### config.mk
export PLATFORM = sky130hd
export DESIGN_NAME = phy_scan_rst_ctrl_flat
export DESIGN_NICKNAME = d
export VERILOG_FILES = /design/src/rtl/phy_scan_rst_ctrl_if.sv /design/src/rtl/phy_scan_rst_ctrl.sv /design/src/flat_wrapper.sv
export SDC_FILE = /design/constraint.sdc
export NUM_CORES = 1
export LEC_CHECK = 0
export CORE_MARGIN = 4
export CORE_UTILIZATION = 52
export CTS_BUF_LIST = sky130_fd_sc_hd__clkbuf_8
export CTS_CLUSTER_DIAMETER = 50
export DETAILED_ROUTE_END_ITERATION = 10
export PLACE_DENSITY = 0.79
export SETUP_SLACK_MARGIN = 0.3
export SYNTH_ARGS = -nofsm -noshare
export SYNTH_HDL_FRONTEND = slang
export SYNTH_SLANG_ARGS = --single-unit
### constraint.sdc
create_clock -name clk_in -period 1.8 [get_ports clk_in]
set_input_delay 0.18 -clock clk_in [delete_from_list [all_inputs] [get_ports clk_in]]
set_output_delay 0.18 -clock clk_in [all_outputs]
set_load 0.05 [all_outputs]
### src/rtl/phy_scan_rst_ctrl_if.sv
// Reset-control bundle for phy_scan_rst_ctrl: scan controls, functional resets in, muxed resets out.
// Latency: n/a (signal bundle only).
// Backpressure: none; all signals are level-sensitive resets and mode controls.
interface phy_scan_rst_ctrl_if #(
    parameter int NUM_CH = 4
);
    logic              scan_mode_en_in;
    logic              scan_rst_n_in;
    logic [NUM_CH-1:0] fcn_rst_n_in;
    logic [NUM_CH-1:0] fcn_rst_n_out;
    logic              mode_sel_out;
    logic              busy_out;

    // Reset source side (tester / functional reset generators)
    modport master (
        output scan_mode_en_in,
        output scan_rst_n_in,
        output fcn_rst_n_in,
        input  fcn_rst_n_out,
        input  mode_sel_out,
        input  busy_out
    );

    // Reset controller side
    modport slave (
        input  scan_mode_en_in,
        input  scan_rst_n_in,
        input  fcn_rst_n_in,
        output fcn_rst_n_out,
        output mode_sel_out,
        output busy_out
    );
endinterface

### src/rtl/phy_scan_rst_ctrl.sv
// Per-channel reset synchroniser plus scan-reset mux, with a forced-reset drain window on mode changes.
// Latency: reset assert is immediate; release after SYNC_STAGES edges; scan entry SYNC_STAGES+1+HOLD_CYCLES edges.
// Backpressure: none; outputs follow inputs/state every cycle, scan reset passes through combinationally in SCAN.
module phy_scan_rst_ctrl #(
    parameter int NUM_CH      = 4,
    parameter int SYNC_STAGES = 2,
    parameter int HOLD_CYCLES = 8
) (
    input  logic                clk_in,
    input  logic                rst_n_in,
    phy_scan_rst_ctrl_if.slave  rst_if
);

    localparam int               CNT_W      = $clog2(HOLD_CYCLES + 1);
    localparam logic [CNT_W-1:0] CNT_RELOAD = CNT_W'(HOLD_CYCLES - 1);

    typedef enum logic [1:0] {
        ST_FCN           = 2'd0,
        ST_DRAIN_TO_SCAN = 2'd1,
        ST_SCAN          = 2'd2,
        ST_DRAIN_TO_FCN  = 2'd3
    } state_t;

    state_t                   state_q, state_d;
    logic [CNT_W-1:0]         cnt_q, cnt_d;
    logic [SYNC_STAGES-1:0]   mode_sync_q;
    logic                     mode_sync;
    logic [NUM_CH-1:0]        fcn_sync;
    logic                     mode_sel_q, mode_sel_d;
    logic                     busy_q, busy_d;
    logic [NUM_CH-1:0]        fcn_rst_n_mux;

    // Bring the asynchronous scan-mode enable into the clk_in domain
    always_ff @(posedge clk_in or negedge rst_n_in) begin
        if (!rst_n_in) begin
            mode_sync_q <= '0;
        end else begin
            mode_sync_q <= {mode_sync_q[SYNC_STAGES-2:0], rst_if.scan_mode_en_in};
        end
    end

    assign mode_sync = mode_sync_q[SYNC_STAGES-1];

    // One release synchroniser per channel: async assert, sync deassert.
    // Held clear while draining back to functional mode so every channel
    // releases together a full synchroniser delay after FCN is re-entered.
    for (genvar gi = 0; gi < NUM_CH; gi++) begin : g_ch
        logic                   ch_arst_n;
        logic [SYNC_STAGES-1:0] ch_sync_q;

        assign ch_arst_n = rst_n_in & rst_if.fcn_rst_n_in[gi];

        // Shift ones in once the channel's reset source is released
        always_ff @(posedge clk_in or negedge ch_arst_n) begin
            if (!ch_arst_n) begin
                ch_sync_q <= '0;
            end else if (state_q == ST_DRAIN_TO_FCN) begin
                ch_sync_q <= '0;
            end else begin
                ch_sync_q <= {ch_sync_q[SYNC_STAGES-2:0], 1'b1};
            end
        end

        assign fcn_sync[gi] = ch_sync_q[SYNC_STAGES-1];
    end

    // State, drain counter and registered status flags
    always_ff @(posedge clk_in or negedge rst_n_in) begin
        if (!rst_n_in) begin
            state_q    <= ST_FCN;
            cnt_q      <= '0;
            mode_sel_q <= 1'b0;
            busy_q     <= 1'b0;
        end else begin
            state_q    <= state_d;
            cnt_q      <= cnt_d;
            mode_sel_q <= mode_sel_d;
            busy_q     <= busy_d;
        end
    end

    // Mode sequencing; a mode flip during a drain restarts the window toward the new mode
    always_comb begin
        state_d = state_q;
        cnt_d   = cnt_q;
        unique case (state_q)
            ST_FCN: begin
                if (mode_sync) begin
                    state_d = ST_DRAIN_TO_SCAN;
                    cnt_d   = CNT_RELOAD;
                end
            end
            ST_DRAIN_TO_SCAN: begin
                if (!mode_sync) begin
                    state_d = ST_DRAIN_TO_FCN;
                    cnt_d   = CNT_RELOAD;
                end else if (cnt_q == '0) begin
                    state_d = ST_SCAN;
                end else begin
                    cnt_d = cnt_q - 1'b1;
                end
            end
            ST_SCAN: begin
                if (!mode_sync) begin
                    state_d = ST_DRAIN_TO_FCN;
                    cnt_d   = CNT_RELOAD;
                end
            end
            ST_DRAIN_TO_FCN: begin
                if (mode_sync) begin
                    state_d = ST_DRAIN_TO_SCAN;
                    cnt_d   = CNT_RELOAD;
                end else if (cnt_q == '0) begin
                    state_d = ST_FCN;
                end else begin
                    cnt_d = cnt_q - 1'b1;
                end
            end
            default: begin
                state_d = ST_FCN;
                cnt_d   = '0;
            end
        endcase
        mode_sel_d = (state_d == ST_SCAN);
        busy_d     = (state_d == ST_DRAIN_TO_SCAN) || (state_d == ST_DRAIN_TO_FCN);
    end

    // Output mux selected only by registered state so mode changes cannot glitch a channel
    always_comb begin
        fcn_rst_n_mux = '0;
        unique case (state_q)
            ST_FCN:  fcn_rst_n_mux = fcn_sync;
            ST_SCAN: fcn_rst_n_mux = {NUM_CH{rst_if.scan_rst_n_in}};
            default: fcn_rst_n_mux = '0;
        endcase
    end

    assign rst_if.fcn_rst_n_out = fcn_rst_n_mux;
    assign rst_if.mode_sel_out  = mode_sel_q;
    assign rst_if.busy_out      = busy_q;

endmodule

### src/flat_wrapper.sv
// flat-port wrapper written by rule: the top's interface ports become plain ports
module phy_scan_rst_ctrl_flat 
#(
    parameter int NUM_CH      = 4,
    parameter int SYNC_STAGES = 2,
    parameter int HOLD_CYCLES = 8
)
  (clk_in, rst_n_in, rst_if_scan_mode_en_in, rst_if_scan_rst_n_in, rst_if_fcn_rst_n_in, rst_if_fcn_rst_n_out, rst_if_mode_sel_out, rst_if_busy_out);
  phy_scan_rst_ctrl_if #(.NUM_CH(NUM_CH)) rst_if_i ();
  input  logic clk_in;
  input  logic rst_n_in;
  input wire logic [$bits(rst_if_i.scan_mode_en_in)-1:0] rst_if_scan_mode_en_in;
  input wire logic [$bits(rst_if_i.scan_rst_n_in)-1:0] rst_if_scan_rst_n_in;
  input wire logic [$bits(rst_if_i.fcn_rst_n_in)-1:0] rst_if_fcn_rst_n_in;
  output wire logic [$bits(rst_if_i.fcn_rst_n_out)-1:0] rst_if_fcn_rst_n_out;
  output wire logic [$bits(rst_if_i.mode_sel_out)-1:0] rst_if_mode_sel_out;
  output wire logic [$bits(rst_if_i.busy_out)-1:0] rst_if_busy_out;
  assign rst_if_i.scan_mode_en_in = rst_if_scan_mode_en_in;
  assign rst_if_i.scan_rst_n_in = rst_if_scan_rst_n_in;
  assign rst_if_i.fcn_rst_n_in = rst_if_fcn_rst_n_in;
  assign rst_if_fcn_rst_n_out = rst_if_i.fcn_rst_n_out;
  assign rst_if_mode_sel_out = rst_if_i.mode_sel_out;
  assign rst_if_busy_out = rst_if_i.busy_out;
  phy_scan_rst_ctrl #(.NUM_CH(NUM_CH), .SYNC_STAGES(SYNC_STAGES), .HOLD_CYCLES(HOLD_CYCLES)) u_core (.clk_in(clk_in), .rst_n_in(rst_n_in), .rst_if(rst_if_i));
endmodule
Yosys cells after proc, flatten, opt, wreduce, memory -nomap -nowiden

Cells that the tools add are included.
W data, S select, Z words.

Add/subtract/negate cells: 1
Equality and inequality tests: 8
Mux-type cells: 18
Bitwise operators: 4
Reductions and logical operators: 4

Operators with widths:

| kind                  | number |
|---|---|
| $mux W2               | 10 |
| $mux W4               | 5 |
| $pmux W4 S4           | 1 |
| $eq A2 B2 Y1 const B  | 4 |
| $pmux W2 S4           | 1 |
| $pmux W4 S2           | 1 |
| $and A1 B1 Y1         | 4 |
| $eq A2 B1 Y1 const B  | 2 |
| $logic_not A4 Y1      | 1 |
| $sub A4 B1 Y4 const B | 1 |
| $logic_not A2 Y1      | 1 |
| $ne A2 B1 Y1 const B  | 1 |
| $ne A2 B2 Y1 const B  | 1 |
| $reduce_and A2 Y1     | 1 |
| $logic_or A1 B1 Y1    | 1 |

Bits in registers: 18
Output and inout bits: 6

Logic depth before layout (Yosys ltp)

Gate-level depths: netlist (run 1).

Depth after elaboration: 6
Mapped depth: 5

Least setup slack after synthesis (run 1)

Ideal clock, no wire load.

Path kind: register -> output
Start: register u_core.state_q[0]
End: output rst_if_fcn_rst_n_out[0]
Arrival: 1623 ps
Required time: 1620 ps
Setup slack: -3 ps
Stages on the path, launching flop included: 3
Path buffers: 1
Cell sequence: dfrtp_1 -> buf_2 -> a21oi_1

Longest elaborated chain between the ends: 2

Ends and longest elaborated chain:

| item                                                    | line                     | text |
|---|---|---|
| from (decl)                                             | phy_scan_rst_ctrl.sv:24  | `state_t state_q, state_d;` |
| from (signal assigned)                                  | phy_scan_rst_ctrl.sv:75  | `state_q <= state_d;` |
| $eq A2 B2 Y1 / $logic_not A2 Y1 (equally long branches) | phy_scan_rst_ctrl.sv:131 | `unique case (state_q)` |
| $pmux W4 S2 (*)                                         | phy_scan_rst_ctrl.sv:131 |  |
| to (decl)                                               | flat_wrapper.sv:15       | `output wire logic [$bits(rst_if_i.fcn_rst_n_out)-1:0] rst_if_fcn_rst_n_out;` |

Every way passes the cells marked *; elsewhere a longest branch is shown, timed or not.

Worst setup path in the final report (run 1)

Start: register u_core.state_q[1]
End: output rst_if_fcn_rst_n_out[0]

Same word-level chain as after synthesis.

==> results.yml, run 1 <==
synthesis:
  ys_seq_elements: 17
  synth_warnings: 0
  syn_area_per_cell_um2: 11.56
  ys_seq_area_share_pct: 55.74
  synth_cells: 66
  synth_top_area_share_pct: 55.74
  syn_nets: 75
  ys_top_cells_by_area: "dfrtp_1 56%, and2_1 6.6%, xor2_4 3.6%, a21oi_1 3.3%, nand2b_1 3.3%"
  syn_area_um2: 763.2
  ys_types: 26
  yosys.area.top_type: "dfrtp_1"
final_layout:
  final_common_cell: "dfrtp_1"
  seq_area_um2: 426.7
  fillCellCount: 84
  syn_to_final_growth_pct: 34.43
  multi_input_area_um2: 334.1
  layout_common_cells: "16 x dfrtp_1, 8 x and2_1, 7 x clkdlybuf4s50_1"
  drive_gt1_share_pct: 28.57
  fin_nets: 94
  diodes: 0
pwr:
  p_int_mw: 0.6664
  power.share.sequential_pct: 50.1
  leakagePower_nw: 0.4440
  p_sw_share_pct: 27.52
  power.clock.fraction_pct: 31.7
  p_switching_mw: 0.2530
  power_mw: 0.9194
  p_comb_share_pct: 18.2
  vdd_drop_max_mv: 0.5718
  powerDensity_nw_per_um2: 896.2
timing:
  fin_crit_sh_pct: 80.09
  finClkSkew_ns: 0.002298
  slew-limit-headroom_pct: 63.31
  clock.fmax_ghz: 0.6937
  worst_slack_ns: 0.3584
  fin_crit_ns: 1.442
  finalMaxSlewViolations: 0
  final_hold_viol_count: 0
  rsz0062_at_grt: "yes"
  worst_pin_slew_ns: 0.5504
  hold_slack_ns: 0.1709
  setup_viol: 0
setup_path:
  worstPathRequired_ns: 1.62
  rr_endpoint: "u_core.cnt_q[0]$_DFFE_PN0P_"
  rr_worst_depth: 5
  cp-start-kind: "flop"
  worstSetupStartpoint: "u_core.state_q[1]$_DFF_PN0_"
  worstSetupEndpointType: "output port"
  r2r_slack_ns: 0.37
  timing.rr.start: "u_core.cnt_q[0]$_DFFE_PN0P_"
  cp.arrival_ns: 1.26
  path_class: "reg2out"
  critPathCapture: "rst_if_fcn_rst_n_out[0]"
  critPathMaxFanout: 8
routing:
  drc: 0
  wl_um: 1582
  wl_per_cell_um: 15.98
  dr.first_iter.drc_count: 8
  dr.pass1.iters: 2
  ant_nets: 0
  num_vias: 536
  via_per_inst: 5.414
min_path:
  hp-class: "in2async"
clock_network:
  cts_tree: "yes"
  ctsHtreeMaxLevel: 1
  hold_buffers: 0
  clk_latency_ns: 0.26
  clockBufferDepth: 2
  clockRootBuffer: "clkbuf_8"
  numCtsBuffers: 3
  clock_sinks: 17
  clk_pin_slew_ns: 0.07
floorplan:
  top_level_ports: 14
  dieHeight_um: 46.31
  die_area_um2: 2145
  coreArea_um2: 1334
  rows: 13
  start_util_pct: 57.22
  die_width_um: 46.31
run_status:
  status: "completed"
run:
  max_cap_violations: 0
placement:
  dp_hpwl_um: 1133
  port_buffers: 13
  gp_congestion: 0.7182
  dpl_worst_slack_ns: 0.3654
global_routing:
  grt_start_max_net_pins: 17
  grt-ovfl-total: 0
  grt_pass1_vias: 508
  antenna_found_initial: 0
  track_usage_pct: 18.04
  grt_pass1_wl_um: 2428
-- cells in the mapped netlist --
cell type	instances
xor2_4	1
and2_4	1
nand4_1	1
nand2b_1	4
mux2_2	1
nor2_1	2
and2_1	8
a21o_1	1
dfrtp_1	17
o311a_1	1
a21boi_0	1
buf_4	1
o311ai_0	1
or2_2	1
inv_1	3
nor3_1	3
nor3b_1	1
nand4b_1	1
nand3b_1	2
nand2_1	4
buf_2	1
or2b_1	1
a31oi_1	2
nor3b_4	1
a21oi_1	5
ha_1	1
-- layout make-up --
class | count | area share, %
clock buffers | 3 | 4.024
repair buffers | 16 | 18.41
well taps | 15 | 1.829
clock inverters | 1 | 0.4878
inverters | 3 | 1.098
flip-flops and latches | 17 | 41.59
multi-input cells | 44 | 32.56
-- per-layer routing --
layer	global-route usage (%)	wire length, µm	vias to the layer above	share of wire (%)
met4	11.93	31	0	2.0
met1	20.49	651	258	41
li1	-	-	262	-
met3	5.859	72	4	4.6
met5	0	0	-	0
met2	28.57	828	12	52
-- worst max-delay path, cell delays in order, from the launching register on --
cell      delay (ns)
dfrtp_2         0.46
nand2b_1        0.19
a21oi_2         0.19
buf_12          0.16
-- flip-flops by register name, summed over array words and instances (netlist names) --
register and cells:
u_core.mode_sync_q 2, u_core.cnt_q 4, u_core.state_q 2, u_core.g_ch.ch_sync_q 8, u_core.rst_if.mode_sel_out 1
-- timing repair --
item                                    in CTS  in global routing
pin swaps                                    0                  1
buffers inserted                             0                  3
gates cloned                                 0                  0
hold endpoints to repair                     0                  0
resized for setup                            2                  6
endpoints found under the setup margin       5                  6
-- worst min-delay path by stage --
stage | from | end | cells past startpoint | slack, ns
after floorplan | rst_n_in | u_core.cnt_q[0]$_DFFE_PN0P_ | 0 | -0.12
after global routing | rst_if_fcn_rst_n_in[2] | u_core.g_ch[2].ch_sync_q[0]$_DFF_PN0_ | 2 | 0.18
after detailed placement | u_core.mode_sync_q[0]$_DFF_PN0_ | u_core.mode_sync_q[1]$_DFF_PN0_ | 0 | 0.34
after CTS | rst_if_fcn_rst_n_in[2] | u_core.g_ch[2].ch_sync_q[0]$_DFF_PN0_ | 2 | 0.17
final | rst_if_fcn_rst_n_in[2] | u_core.g_ch[2].ch_sync_q[1]$_DFF_PN0_ | 2 | 0.17
after global placement | u_core.mode_sync_q[0]$_DFF_PN0_ | u_core.mode_sync_q[1]$_DFF_PN0_ | 0 | 0.34
-- metrics by stage --
step	std cells	instance area [µm²]	util [%]	setup TNS, ns
floorplan	66	763.2	-	-0.01374
global placement	92	937.1	70.26	0
detailed placement	92	937.1	70.26	0
CTS	96	983.4	73.73	0
global route	99	1026	76.92	0
finish	99	1026	76.92	0
-- power by group through the flow --
stage,Sequential [mW],Clock (mW),Combinational (mW)
after floorplan,0.455,0,0.104
after global placement,0.465,0,0.136
after detailed placement,0.469,0,0.146
after CTS,0.462,0.292,0.146
after global routing,0.465,0.314,0.183
final,0.460,0.292,0.167
-- logic make-up after synthesis --
| group | share of synthesized area (%) |
|---|---|
| xor gates and xnor gates | 3.607 |
| muxes | 1.475 |
| adders and majority gates | 1.639 |
| DFF | 55.74 |
| AOI/OAI and AO/OA | 9.344 |
| buffers and inverters | 3.114 |
| and+or+nand+nor | 25.08 |
Note: power is estimated with default switching activity, not from simulation.
==> inputs of run 2 (changes only) <==
==> constraint.sdc (replaced) <==
create_clock -name clk_in -period 1.5 [get_ports clk_in]
set_input_delay 0.15 -clock clk_in [delete_from_list [all_inputs] [get_ports clk_in]]
set_output_delay 0.15 -clock clk_in [all_outputs]
set_load 0.05 [all_outputs]
==> results.yml, run 2 (synthesis results as in run 1) <==
setup_path:
  cp-start-kind: "flop"
  worstPathRequired_ns: 1.67
  rr_worst_depth: 6
  critPathMaxFanout: 7
  path_class: "reg2reg"
  crit_family: "flip-flops"
  worstPathCellList: "inv_2 > ha_4 > nor3b_4 > buf_6 > or2_4 > a31oi_4"
  worstSetupEndpointType: "flop"
  cp_slowest_cell: "dfrtp_1"
  cp.arrival_ns: 1.57
  worst-path-stages: 6
  max_stage_delay_ns: 0.39
  path_buf_inv: 2
routing:
  drc: 0
  dr.first_iter.drc_count: 15
  num_vias: 646
  ant_nets: 0
  wl_per_cell_um: 20.30
  via_per_inst: 6.037
  dr.pass1.iters: 4
  wl_um: 2172
global_routing:
  antenna_found_initial: 0
  grt-ovfl-total: 0
  grt_pass1_vias: 643
  grt_pass1_wl_um: 3139
  grt_start_max_net_pins: 17
  track_usage_pct: 21.83
timing:
  finalMaxSlewViolations: 0
  final.setup.tns_ns: 0
  slew-limit-headroom_pct: 73.75
  fin_crit_sh_pct: 93.45
  final_hold_viol_count: 0
  clock.fmax_ghz: 0.7134
  rsz0062_at_grt: "yes"
  finClkSkew_ns: 0.001675
  fin_crit_ns: 1.402
  worst_pin_slew_ns: 0.3907
  setup_viol: 0
final_layout:
  regMostFlops: "u_core.g_ch.ch_sync_q"
  drive_gt1_share_pct: 44.57
  diodes: 0
  final_common_cell: "dfrtp_1"
  reg.largest.list: "u_core.g_ch.ch_sync_q: 8 flops, u_core.cnt_q: 4 flops"
  largest_reg_flops: 8
  syn_to_final_growth_pct: 60.00
  final_core_util_pct: 91.56
  layout_common_cells: "15 x dfrtp_1, 8 x and2_1, 8 x buf_4, 7 x clkdlybuf4s50_1, 6 x buf_12"
  fin_nets: 102
pwr:
  p_switching_mw: 0.3727
  vdd_drop_max_mv: 0.8144
  leakagePower_nw: 0.5311
  power.share.sequential_pct: 45.0
  p_int_mw: 0.8824
  powerDensity_nw_per_um2: 1028
  power.clock.fraction_pct: 26.9
  p_comb_share_pct: 28.1
  p_sw_share_pct: 29.69
placement:
  dp_hpwl_um: 1124
  port_buffers: 13
  gp_congestion: 0.7743
floorplan:
  coreArea_um2: 1334
  dieHeight_um: 46.31
  die_area_um2: 2145
  die_width_um: 46.31
  top_level_ports: 14
  rows: 13
  start_util_pct: 57.22
run_status:
  status: "completed"
clock_network:
  clock_sinks: 17
  cts_tree: "yes"
  clockRootBuffer: "clkbuf_8"
  clockBufferDepth: 2
  ctsHtreeMaxLevel: 1
  clk_latency_ns: 0.25
  clk_pin_slew_ns: 0.07
  numCtsBuffers: 3
run:
  max_cap_violations: 0
min_path:
  hp-class: "in2async"
-- run 2: cell count changes in the layout (fill, tap and decap cells not counted), moves of 4 or more --
| cell | delta |
|---|---|
| a21oi_2 | -4 |
| nand2b_1 | -4 |
| a21oi_4 | +4 |
| buf_4 | +4 |
| nand2b_4 | +4 |
-- run 2: routing by layer --
metal	part of all wire [%]	GRT usage (%)	vias up	wire [µm]
li1	-	-	276	-
met1	41	25.37	330	898
met2	52	37.64	32	1123
met3	4.7	5.859	8	102
met4	2.2	8.523	0	48
met5	0	0	-	0
-- run 2: power by group through the flow --
stage	registers, mW	logic, mW	clock network [mW]
global placement	0.559	0.178	0
global route	0.569	0.374	0.361
CTS	0.562	0.255	0.338
floorplan	0.546	0.139	0
detailed placement	0.563	0.188	0
finish	0.564	0.353	0.338
-- run 2: final cells by class --
type | count | area, µm²
Tap cell | 15 | 18.77
Timing Repair Buffer | 24 | 277.8
Multi-Input combinational cell | 44 | 437.9
Fill cell | 46 | 112.6
Sequential cell | 17 | 430.4
Clock inverter | 1 | 3.754
Clock buffer | 3 | 41.29
Inverter | 3 | 11.26
-- run 2: per-stage QoR --
stage / hold WS, ns / instances / power, mW / cell area, µm² / worst slack (ns)
final: 0.1615 / 107 / 1.255 / 1221 / 0.09821
after global routing: 0.1626 / 107 / 1.304 / 1221 / 0.04960
after CTS: 0.1642 / 101 / 1.155 / 1139 / 0.1537
after detailed placement: 0.3386 / 93 / 0.7506 / 1006 / 0.08034
after global placement: 0.3369 / 93 / 0.7369 / 1006 / 0.1788
after floorplan: -0.1456 / 66 / 0.6849 / 820.8 / 0.2642
-- run 2: path summary, 6_finish.rpt --
check	startpoint	end	slack, ns
worst max-delay path	u_core.cnt_q[1]$_DFFE_PN0P_	u_core.cnt_q[1]$_DFFE_PN0P_	0.1
worst min-delay path	rst_if_fcn_rst_n_in[3]	u_core.g_ch[3].ch_sync_q[0]$_DFF_PN0_	0.16
worst max register to register	u_core.cnt_q[1]$_DFFE_PN0P_	u_core.cnt_q[1]$_DFFE_PN0P_	0.1
worst min register to register	u_core.mode_sync_q[0]$_DFF_PN0_	u_core.mode_sync_q[1]$_DFF_PN0_	0.36
max in group asynchronous	rst_n_in	u_core.g_ch[0].ch_sync_q[0]$_DFF_PN0_	0.87
min in group clk_in	rst_if_scan_mode_en_in	u_core.mode_sync_q[0]$_DFF_PN0_	0.35
-- run 2: repair_timing --
item,in CTS,in global routing
resized for setup,14,5
endpoints found under the setup margin,16,16
hold endpoints to repair,0,0
pin swaps,5,3
hold buffers,0,0
buffers inserted,4,6
-- run 2: worst reg2reg max path: cells and delay by family (launching register included) --
family,cells,cell delay [ns]
fa+ha+maj,1,0.17
simple gates,2,0.38
buf+inv,2,0.20
compound gates,1,0.17
flops,1,0.39
==> inputs of run 3 (changes only) <==
--- a/config.mk
+++ b/config.mk
@@ -5,6 +5,7 @@
 export SDC_FILE = /design/constraint.sdc
 export NUM_CORES = 1
 export LEC_CHECK = 0
+export ABC_AREA = 1
 export CORE_MARGIN = 4
 export CORE_UTILIZATION = 52
 export CTS_BUF_LIST = sky130_fd_sc_hd__clkbuf_8
==> results.yml, run 3 <==
timing:
  slew-limit-headroom_pct: 89.30
  fin_crit_sh_pct: 88.18
  setup_viol: 0
  worst_pin_slew_ns: 0.1589
  finalMaxSlewViolations: 0
  finClkSkew_ns: 0.001439
  final_hold_viol_count: 0
  clock.fmax_ghz: 0.7560
  worst_slack_ns: 0.1773
  final.setup.tns_ns: 0
  rsz0062_at_grt: "yes"
  fin_crit_ns: 1.323
synthesis:
  synth.area.mux_share_pct: 0
  synth-edff-count: 0
  syn_area_um2: 765.7
  ys_seq_area_share_pct: 55.56
  yosys.area.top_type: "dfrtp_1"
  synth_most_common_cell: "nand2_1"
  synth_top_family_by_area: "simple AND/OR/NAND/NOR gates"
  synth_cells: 91
  syn_nets: 100
  ys_top_cells_by_area: "dfrtp_1 56%, nand2_1 11%, inv_1 8.8%, nand3_1 7.2%, nand2_2 4.1%"
  synth_top_area_share_pct: 55.56
  synth_fa_ha_area_share_pct: 1.634
  ys_types: 14
  synth_simple_gate_area_share_pct: 30.39
  synth_compound_area_share_pct: 3.105
  synthTopCellsByCount: "23 x nand2_1, 18 x inv_1, 17 x dfrtp_1"
  synth_warnings: 0
  synth_ff_type: "dfrtp_1"
  synth_xor_area_share_pct: 0
  synthArstFlopShare_pct: 100.0
  ys_seq_elements: 17
  syn_area_per_cell_um2: 8.415
floorplan:
  rows: 13
  coreArea_um2: 1350
  start_util_pct: 56.72
  top_level_ports: 14
  dieHeight_um: 46.38
  die_width_um: 46.38
  die_area_um2: 2151
pwr:
  leakagePower_nw: 0.6112
  powerDensity_nw_per_um2: 1227
  vdd_drop_max_mv: 0.8194
final_layout:
  largest_reg_flops: 8
  finalNonFillerCells: 129
  fin_nets: 124
  drive_gt1_share_pct: 38.60
  diodes: 0
  syn_to_final_growth_pct: 46.73
  layout_common_cells: "16 x inv_1, 15 x nand2_1, 15 x dfrtp_1, 12 x nand2_2, 8 x nand3_1"
  fillCellCount: 68
  regMostFlops: "u_core.g_ch.ch_sync_q"
  reg.largest.list: "u_core.g_ch.ch_sync_q: 8 flops, u_core.cnt_q: 4 flops"
  final_common_cell: "inv_1"
routing:
  num_vias: 672
  wl_um: 1751
  dr.pass1.iters: 4
  drc: 0
  wl_per_cell_um: 13.57
  dr.first_iter.drc_count: 12
  via_per_inst: 5.209
  ant_nets: 0
clock_network:
  clockBufferDepth: 2
  ctsHtreeMaxLevel: 1
  clockRootBuffer: "clkbuf_8"
  numCtsBuffers: 3
  cts_tree: "yes"
  clk_pin_slew_ns: 0.06
  hold_buffers: 0
  clk_latency_ns: 0.25
  clock_sinks: 17
setup_path:
  cp-start-kind: "flop"
  worstPathRequired_ns: 1.35
  critPathMaxFanout: 4
  path_class: "reg2out"
  cp.arrival_ns: 1.17
  worstSetupEndpointType: "output port"
run_status:
  status: "completed"
placement:
  port_buffers: 13
  dpl_worst_slack_ns: 0.2484
  dp_hpwl_um: 1087
  dp_cells: 120
  gp_congestion: 0.8418
run:
  max_cap_violations: 0
global_routing:
  track_usage_pct: 20.23
  grt-ovfl-total: 0
  grt_pass1_vias: 677
  grt_start_max_net_pins: 14
  grt_pass1_wl_um: 2911
  antenna_found_initial: 0
min_path:
  hp-class: "in2async"
==> run 3: layout make-up <==
cell class,instances,area (µm²),area share [%]
inverter,19,73.82,6.570
timing repair buffer,19,226.5,20.16
clock inverter,1,3.754,0.3341
clock buffer,3,41.29,3.675
multi-input combinational,55,331.6,29.51
sequential,17,427.9,38.08
tap,15,18.77,1.670
==> run 3: per-stage QoR <==
step                      hold slack, ns  total power, mW  util (%)  cell area, µm²
after CTS                         0.1364            1.313     80.63            1089
after global routing              0.1457            1.461     83.23            1124
final                             0.1363            1.379     83.23            1124
after global placement            0.3320           0.9233     70.99           958.4
after detailed placement          0.3471           0.9356     70.99           958.4
after floorplan                  -0.1456           0.8309         -           767.0
==> run 3: layer usage <==
metal,global-route usage (%),part of all wire (%),wire length (µm)
met1,22.50,39,691
met2,34.89,52,915
met3,5.859,5.1,89
met4,9.659,3.1,55
met5,0,0,0
==> run 3: logic make-up (layout without fill, tap and decap cells) <==
| logic type | count (synthesis) | after routing |
|---|---|---|
| buffers and inverters | 19 | 42 |
| and+or+nand+nor | 50 | 50 |
| adders and majority gates | 1 | 1 |
| DFF | 17 | 17 |
| AOI/OAI and AO/OA | 4 | 4 |
==> run 3: worst paths after layout <==
path,start,to,slack (ns),cells past startpoint
worst max-delay path,u_core.state_q[1]$_DFF_PN0_,rst_if_fcn_rst_n_out[1],0.18,5
worst min-delay path,rst_if_fcn_rst_n_in[0],u_core.g_ch[0].ch_sync_q[0]$_DFF_PN0_,0.14,3
worst max register to register,u_core.state_q[1]$_DFF_PN0_,u_core.cnt_q[1]$_DFFE_PN0P_,0.36,7
worst min register to register,u_core.mode_sync_q[0]$_DFF_PN0_,u_core.mode_sync_q[1]$_DFF_PN0_,0.36,0
max in group asynchronous,rst_n_in,u_core.g_ch[1].ch_sync_q[1]$_DFF_PN0_,0.99,4
min in group clk_in,rst_if_scan_mode_en_in,u_core.mode_sync_q[0]$_DFF_PN0_,0.35,1
==> run 3: report_power, final <==
part / internal (mW) / total [mW] / switching (mW) / leakage [nW]
registers: 0.553 / 0.606 / 0.0536 / 0.203
clock network: 0.181 / 0.326 / 0.145 / 0.0269
logic: 0.191 / 0.447 / 0.256 / 0.382
==> run 3: repair_timing <==
action / 4_1_cts / 5_1_grt
pin swaps: 6 / 1
resized for setup: 15 / 9
setup endpoints to repair: 6 / 10
setup buffers: 4 / 1
==> run 3: critical path: stages, from the launching register on <==
cell     delay, ns
dfrtp_1       0.39
inv_2         0.12
buf_12        0.12
nand3_2       0.06
nand2_2       0.09
buf_12        0.14
